File: src/rtl/fifo_ser_pkg.sv
// Shared types and default parameters for the FIFO drain serializer.
package fifo_ser_pkg;

    typedef enum logic [1:0] {
        IDLE,
        LOAD,
        SHIFT,
        GAP
    } drain_state_t;

    localparam int unsigned DEF_WIDTH      = 32;
    localparam int unsigned DEF_GAP_CYCLES = 1;
    localparam int unsigned DEF_CNT_W      = 16;

endpackage

File: src/rtl/fifo_ser_shreg.sv
// Load/shift register: bit_o is always the next bit to be presented on the link.
module fifo_ser_shreg
    import fifo_ser_pkg::*;
#(
    parameter int unsigned WIDTH = DEF_WIDTH
) (
    input  logic             clk_i,
    input  logic             rst_i,
    input  logic             load_i,
    input  logic             shift_i,
    input  logic [WIDTH-1:0] data_i,
    output logic             bit_o
);

    logic [WIDTH-1:0] shreg;

    always_ff @(posedge clk_i) begin
        if (!rst_i) begin
            shreg <= '0;
        end else if (load_i) begin
            shreg <= data_i;
        end else if (shift_i) begin
            shreg <= {1'b0, shreg[WIDTH-1:1]};
        end
    end

    assign bit_o = shreg[0];

endmodule

File: src/rtl/fifo_drain_serializer.sv
// Pops one FIFO head word at a time and streams it LSB-first over a valid/ready bit link.
module fifo_drain_serializer
    import fifo_ser_pkg::*;
#(
    parameter int unsigned WIDTH      = DEF_WIDTH,
    parameter int unsigned GAP_CYCLES = DEF_GAP_CYCLES,
    parameter int unsigned CNT_W      = DEF_CNT_W
) (
    input  logic             clk_i,
    input  logic             rst_i,
    input  logic             en_i,
    input  logic             pnding_i,
    input  logic [WIDTH-1:0] data_i,
    output logic             pop_o,
    output logic             ser_o,
    output logic             ser_valid_o,
    input  logic             ser_ready_i,
    output logic             sof_o,
    output logic             eof_o,
    output logic             busy_o,
    output logic [CNT_W-1:0] words_o
);

    localparam int unsigned BIT_W = $clog2(WIDTH);
    localparam int unsigned GAP_W = (GAP_CYCLES > 1) ? $clog2(GAP_CYCLES) : 1;
    localparam logic [BIT_W-1:0] LAST_BIT = BIT_W'(WIDTH - 1);
    localparam logic [GAP_W-1:0] LAST_GAP = GAP_W'(GAP_CYCLES - 1);

    drain_state_t     state;
    logic [BIT_W-1:0] bit_cnt;
    logic [GAP_W-1:0] gap_cnt;
    logic             accept;
    logic             load;
    logic             shift;
    logic             shreg_bit;

    assign accept = ser_valid_o & ser_ready_i;
    assign load   = (state == IDLE) & en_i & pnding_i;
    // The register shifts as each bit is copied into ser_o, so it is one bit ahead of the link.
    assign shift  = (state == LOAD) | ((state == SHIFT) & accept & (bit_cnt != LAST_BIT));
    assign busy_o = (state != IDLE);

    fifo_ser_shreg #(
        .WIDTH (WIDTH)
    ) u_shreg (
        .clk_i   (clk_i),
        .rst_i   (rst_i),
        .load_i  (load),
        .shift_i (shift),
        .data_i  (data_i),
        .bit_o   (shreg_bit)
    );

    always_ff @(posedge clk_i) begin
        if (!rst_i) begin
            state       <= IDLE;
            pop_o       <= 1'b0;
            ser_o       <= 1'b0;
            ser_valid_o <= 1'b0;
            sof_o       <= 1'b0;
            eof_o       <= 1'b0;
            words_o     <= '0;
            bit_cnt     <= '0;
            gap_cnt     <= '0;
        end else begin
            case (state)
                IDLE: begin
                    if (load) begin
                        pop_o <= 1'b1;
                        state <= LOAD;
                    end
                end
                LOAD: begin
                    pop_o       <= 1'b0;
                    ser_valid_o <= 1'b1;
                    ser_o       <= shreg_bit;
                    sof_o       <= 1'b1;
                    eof_o       <= 1'b0;
                    bit_cnt     <= '0;
                    state       <= SHIFT;
                end
                SHIFT: begin
                    if (accept) begin
                        if (bit_cnt == LAST_BIT) begin
                            ser_valid_o <= 1'b0;
                            sof_o       <= 1'b0;
                            eof_o       <= 1'b0;
                            words_o     <= words_o + 1'b1;
                            gap_cnt     <= '0;
                            state       <= GAP;
                        end else begin
                            bit_cnt <= bit_cnt + 1'b1;
                            ser_o   <= shreg_bit;
                            sof_o   <= 1'b0;
                            eof_o   <= ((bit_cnt + 1'b1) == LAST_BIT);
                        end
                    end
                end
                GAP: begin
                    gap_cnt <= gap_cnt + 1'b1;
                    if (gap_cnt == LAST_GAP) begin
                        state <= IDLE;
                    end
                end
                default: state <= IDLE;
            endcase
        end
    end

endmodule
File: config.mk
export PLATFORM = sky130hd
export DESIGN_NAME = fifo_drain_serializer
export DESIGN_NICKNAME = d
export VERILOG_FILES = /design/src/rtl/fifo_ser_pkg.sv /design/src/rtl/fifo_ser_shreg.sv /design/src/rtl/fifo_drain_serializer.sv
export SDC_FILE = /design/constraint.sdc
export NUM_CORES = 1
export LEC_CHECK = 0
export CAP_MARGIN = 0
export CORE_MARGIN = 2
export CORE_UTILIZATION = 30
export CTS_CLUSTER_SIZE = 24
export DETAILED_ROUTE_END_ITERATION = 10
export HOLD_SLACK_MARGIN = 0.02
export PLACE_DENSITY = 0.55
export SYNTH_ARGS = -nofsm -noshare
export SYNTH_HDL_FRONTEND = slang
export SYNTH_HIERARCHICAL = 1
export SYNTH_SLANG_ARGS = --single-unit
export TNS_END_PERCENT = 5
File: constraint.sdc
create_clock -name clk_i -period 2.65 [get_ports clk_i]
set_input_delay 0.53 -clock clk_i [delete_from_list [all_inputs] [get_ports clk_i]]
set_output_delay 0.53 -clock clk_i [all_outputs]
set_load 0.01 [all_outputs]
==> key figures <==
Critical path
  – Critical path class: reg2reg
  – Crit path launch type: register
  – Max incr delay on CP: 570 ps
  – CP top delay family: simple AND/OR/NAND/NOR gates
  – CP Data Required Time: 2920 ps
  – Largest fanout on the critical path: 9
  – Slowest-stage cell, CP: or4_1
  – Worst setup EP type: register
  – Buf+Inv Stages, Crit Path: 0
  – CP arrival: 2620 ps
  – Most frequent cell on the critical path: ha_1
  – Crit path cell chain: ha_1, and3_1, ha_1, nand3_2, or4_1, or3_1, a21oi_1

Cells and area
  – Final std cells w/o fill: 508
  – Synth-to-layout area growth: 29.8%
  – Final Cell Area: 4140 um^2
  – N_diodes: 0
  – Ratio of cells with drive above 1 in the final layout: 0.159
  – Post-layout nets: 413

Worst hold path
  – HP Class: reg2reg

CTS
  – CTS Buf Count: 9
  – Clock Sink Count: 61
  – Post-CTS setup buffers: 0
  – Clk Latency, worst-skew pair: 340 ps
  – CTS tree: built
  – CTS resizes: 0
  – Root cell of the clock tree: clkbuf_8
  – Register clock-pin slew on the reported worst setup and hold paths: 80 ps
  – Clock Tree Buf Depth: 2
  – Cts hold-fix bufs: 0
  – H-tree Lvls: 3

Power
  – Pwr Density: 796 nW/um^2
  – Leak: 1.89 nW
  – Pwr Total: 0.00330 W
  – Max IR drop VDD: 297 uV

GRT
  – Largest net degree at the start of global routing: 65
  – Total gr overflow: 0
  – Vias in the first global route: 2323
  – GRT Util Overall: 0.121
  – Initial antenna violation count: 0
  – Global-route wire length before repair: 11000 um

STA
  – Fin crit period: 2350 ps
  – Final Max Tran Viols: 0
  – Setup TNS Final: 0 ps
  – Relative slew slack: 0.646
  – Final hold vios: 0
  – Fin crit share: 0.888
  – Clk_skew: 9.51 ps
  – RSZ-0062 raised after global routing: no
  – Final setup violation count: 0
  – Pin slew with the least headroom to its limit: 527 ps
  – Fmax: 425 MHz

Synthesis
  – Number of synthesized flops with an enable pin: 0
  – Synth area leader: dfxtp_1
  – Register area share after synthesis: 0.383
  – Syn_area_per_cell: 10.3 um^2
  – Share of the synthesized area in the top cell type: 0.383
  – Post-synth top flop: dfxtp_1
  – Largest cells by area after synthesis: dfxtp_1 (38%), mux2_4 (14%), o211a_1 (10%), or2b_1 (4.7%), nand2b_1 (3.9%)
  – Synthesized area: 3190 um^2
  – Post-synthesis sequential element count: 61
  – Asr flop ratio synth: 0
  – Synth warn: 6
  – Top cells by count, synth: dfxtp_1 (61), o211a_1 (32), mux2_4 (29)
  – Most frequent cell after synthesis: dfxtp_1
  – Synth cell types: 42
  – Post-Synthesis Cells: 309
  – Syn_nets: 355

Placement
  – # port buffers: 58
  – DP HPWL: 4340 um
  – Area after DPL: 3910 um^2
  – Gpl congestion: 0.748
  – Dpl cells: 492

Die
  – Core area: 10300 um^2
  – Die width: 107 um
  – Die ar.: 11500 um^2
  – Initial Util: 0.309
  – Die H: 107 um
  – # rows: 37
  – Number of primary I/O pins: 59

Drt
  – DRC Markers: 0
  – Post-route ant nets: 0
  – DRT iter0 DRCs: 79
  – Vias per cell: 4.69
  – Final WL: 6550 um
  – First-pass iteration count of the detailed router: 4
  – Detailed-route via count: 2380
  – WL/cell: 12.9 um

Outcome
  – Status: finished clean

Run
  – Max-cap violations: 0
==> area by class of cell <==
| type | count | area, um^2 |
|---|---|---|
| multi-input combinational | 222 | 1830 |
| tap | 136 | 170 |
| inverter | 8 | 30.0 |
| sequential | 61 | 1220 |
| clock inverter | 6 | 93.8 |
| timing repair buffer | 65 | 658 |
| clock buffer | 10 | 138 |
| fill | 1039 | 6190 |
==> cell families (layout without fill, tap and decap cells) <==
kind of cell               Yosys count  in the layout  synth area share
buffers and inverters               26             89            0.0471
muxes                               39             39             0.169
AOI/OAI and AO/OA                   52             52             0.140
adders and majority gates            9              9            0.0353
DFF                                 61             61             0.383
and+or+nand+nor                    113            113             0.201
xor gates and xnor gates             9              9            0.0247
==> final timing paths <==
check             slack (ps)                     from                 endpoint  cells after the start
hold reg to reg          460       sof_o$_SDFFE_PN0P_       sof_o$_SDFFE_PN0P_                      2
setup / recovery         300  bit_cnt[1]$_SDFFE_PN0P_  words_o[9]$_SDFFE_PN0P_                      7
setup reg to reg         300  bit_cnt[1]$_SDFFE_PN0P_  words_o[9]$_SDFFE_PN0P_                      7
hold / removal           460       sof_o$_SDFFE_PN0P_       sof_o$_SDFFE_PN0P_                      2
==> cells in the final DEF (no fill, tap or decap), drive strengths merged, types with 8 or more instances in the layout <==
cell type / netlist / layout
dfxtp: 61 / 61
clkdlybuf4s50: 0 / 58
o211a: 32 / 32
mux2: 32 / 32
nand2: 20 / 20
or2b: 20 / 20
nand2b: 20 / 20
nor2: 18 / 18
nand3: 13 / 13
clkbuf: 10 / 10
inv: 8 / 10
a21oi: 9 / 9
ha: 9 / 9
xnor2: 8 / 8
==> per-stage QoR <==
step	setup slack [ps]	utilization	hold WS, ps
after global routing	108	0.401	479
final	298	0.401	460
after CTS	293	0.401	462
after floorplan	305	-	436
after global placement	289	0.378	446
after detailed placement	275	0.378	450
==> tightest hold or removal path, delay by kind of cell, from the launching register on <==
kind             cells  cell delay [ps]
flip-flops           1              310
AO/OA/AOI/OAI        1               50
AND/OR/NAND/NOR      1               50
==> sequential cells by signal (all words and copies together) (netlist names) <==
signal         flops
u_shreg/shreg     32
words_o           16
bit_cnt            5
state              2
eof_o              1
gap_cnt            1
pop_o              1
ser_o              1
ser_valid_o        1
sof_o              1
==> routing by layer <==
layer	vias to the layer above	GRT usage	wire length, um
li1	1213	-	-
met3	11	0.0347	368
met1	1105	0.162	3180
met5	-	0	0
met2	51	0.180	2890
met4	0	0.0501	106
==> power by group <==
| group | total (W) | switching [W] | internal (W) |
|---|---|---|---|
| clock | 0.000967 | 0.000403 | 0.000564 |
| sequential | 0.00119 | 0.000103 | 0.00109 |
| combinational | 0.00114 | 0.000473 | 0.000663 |
Note: power is estimated with default switching activity, not from simulation.
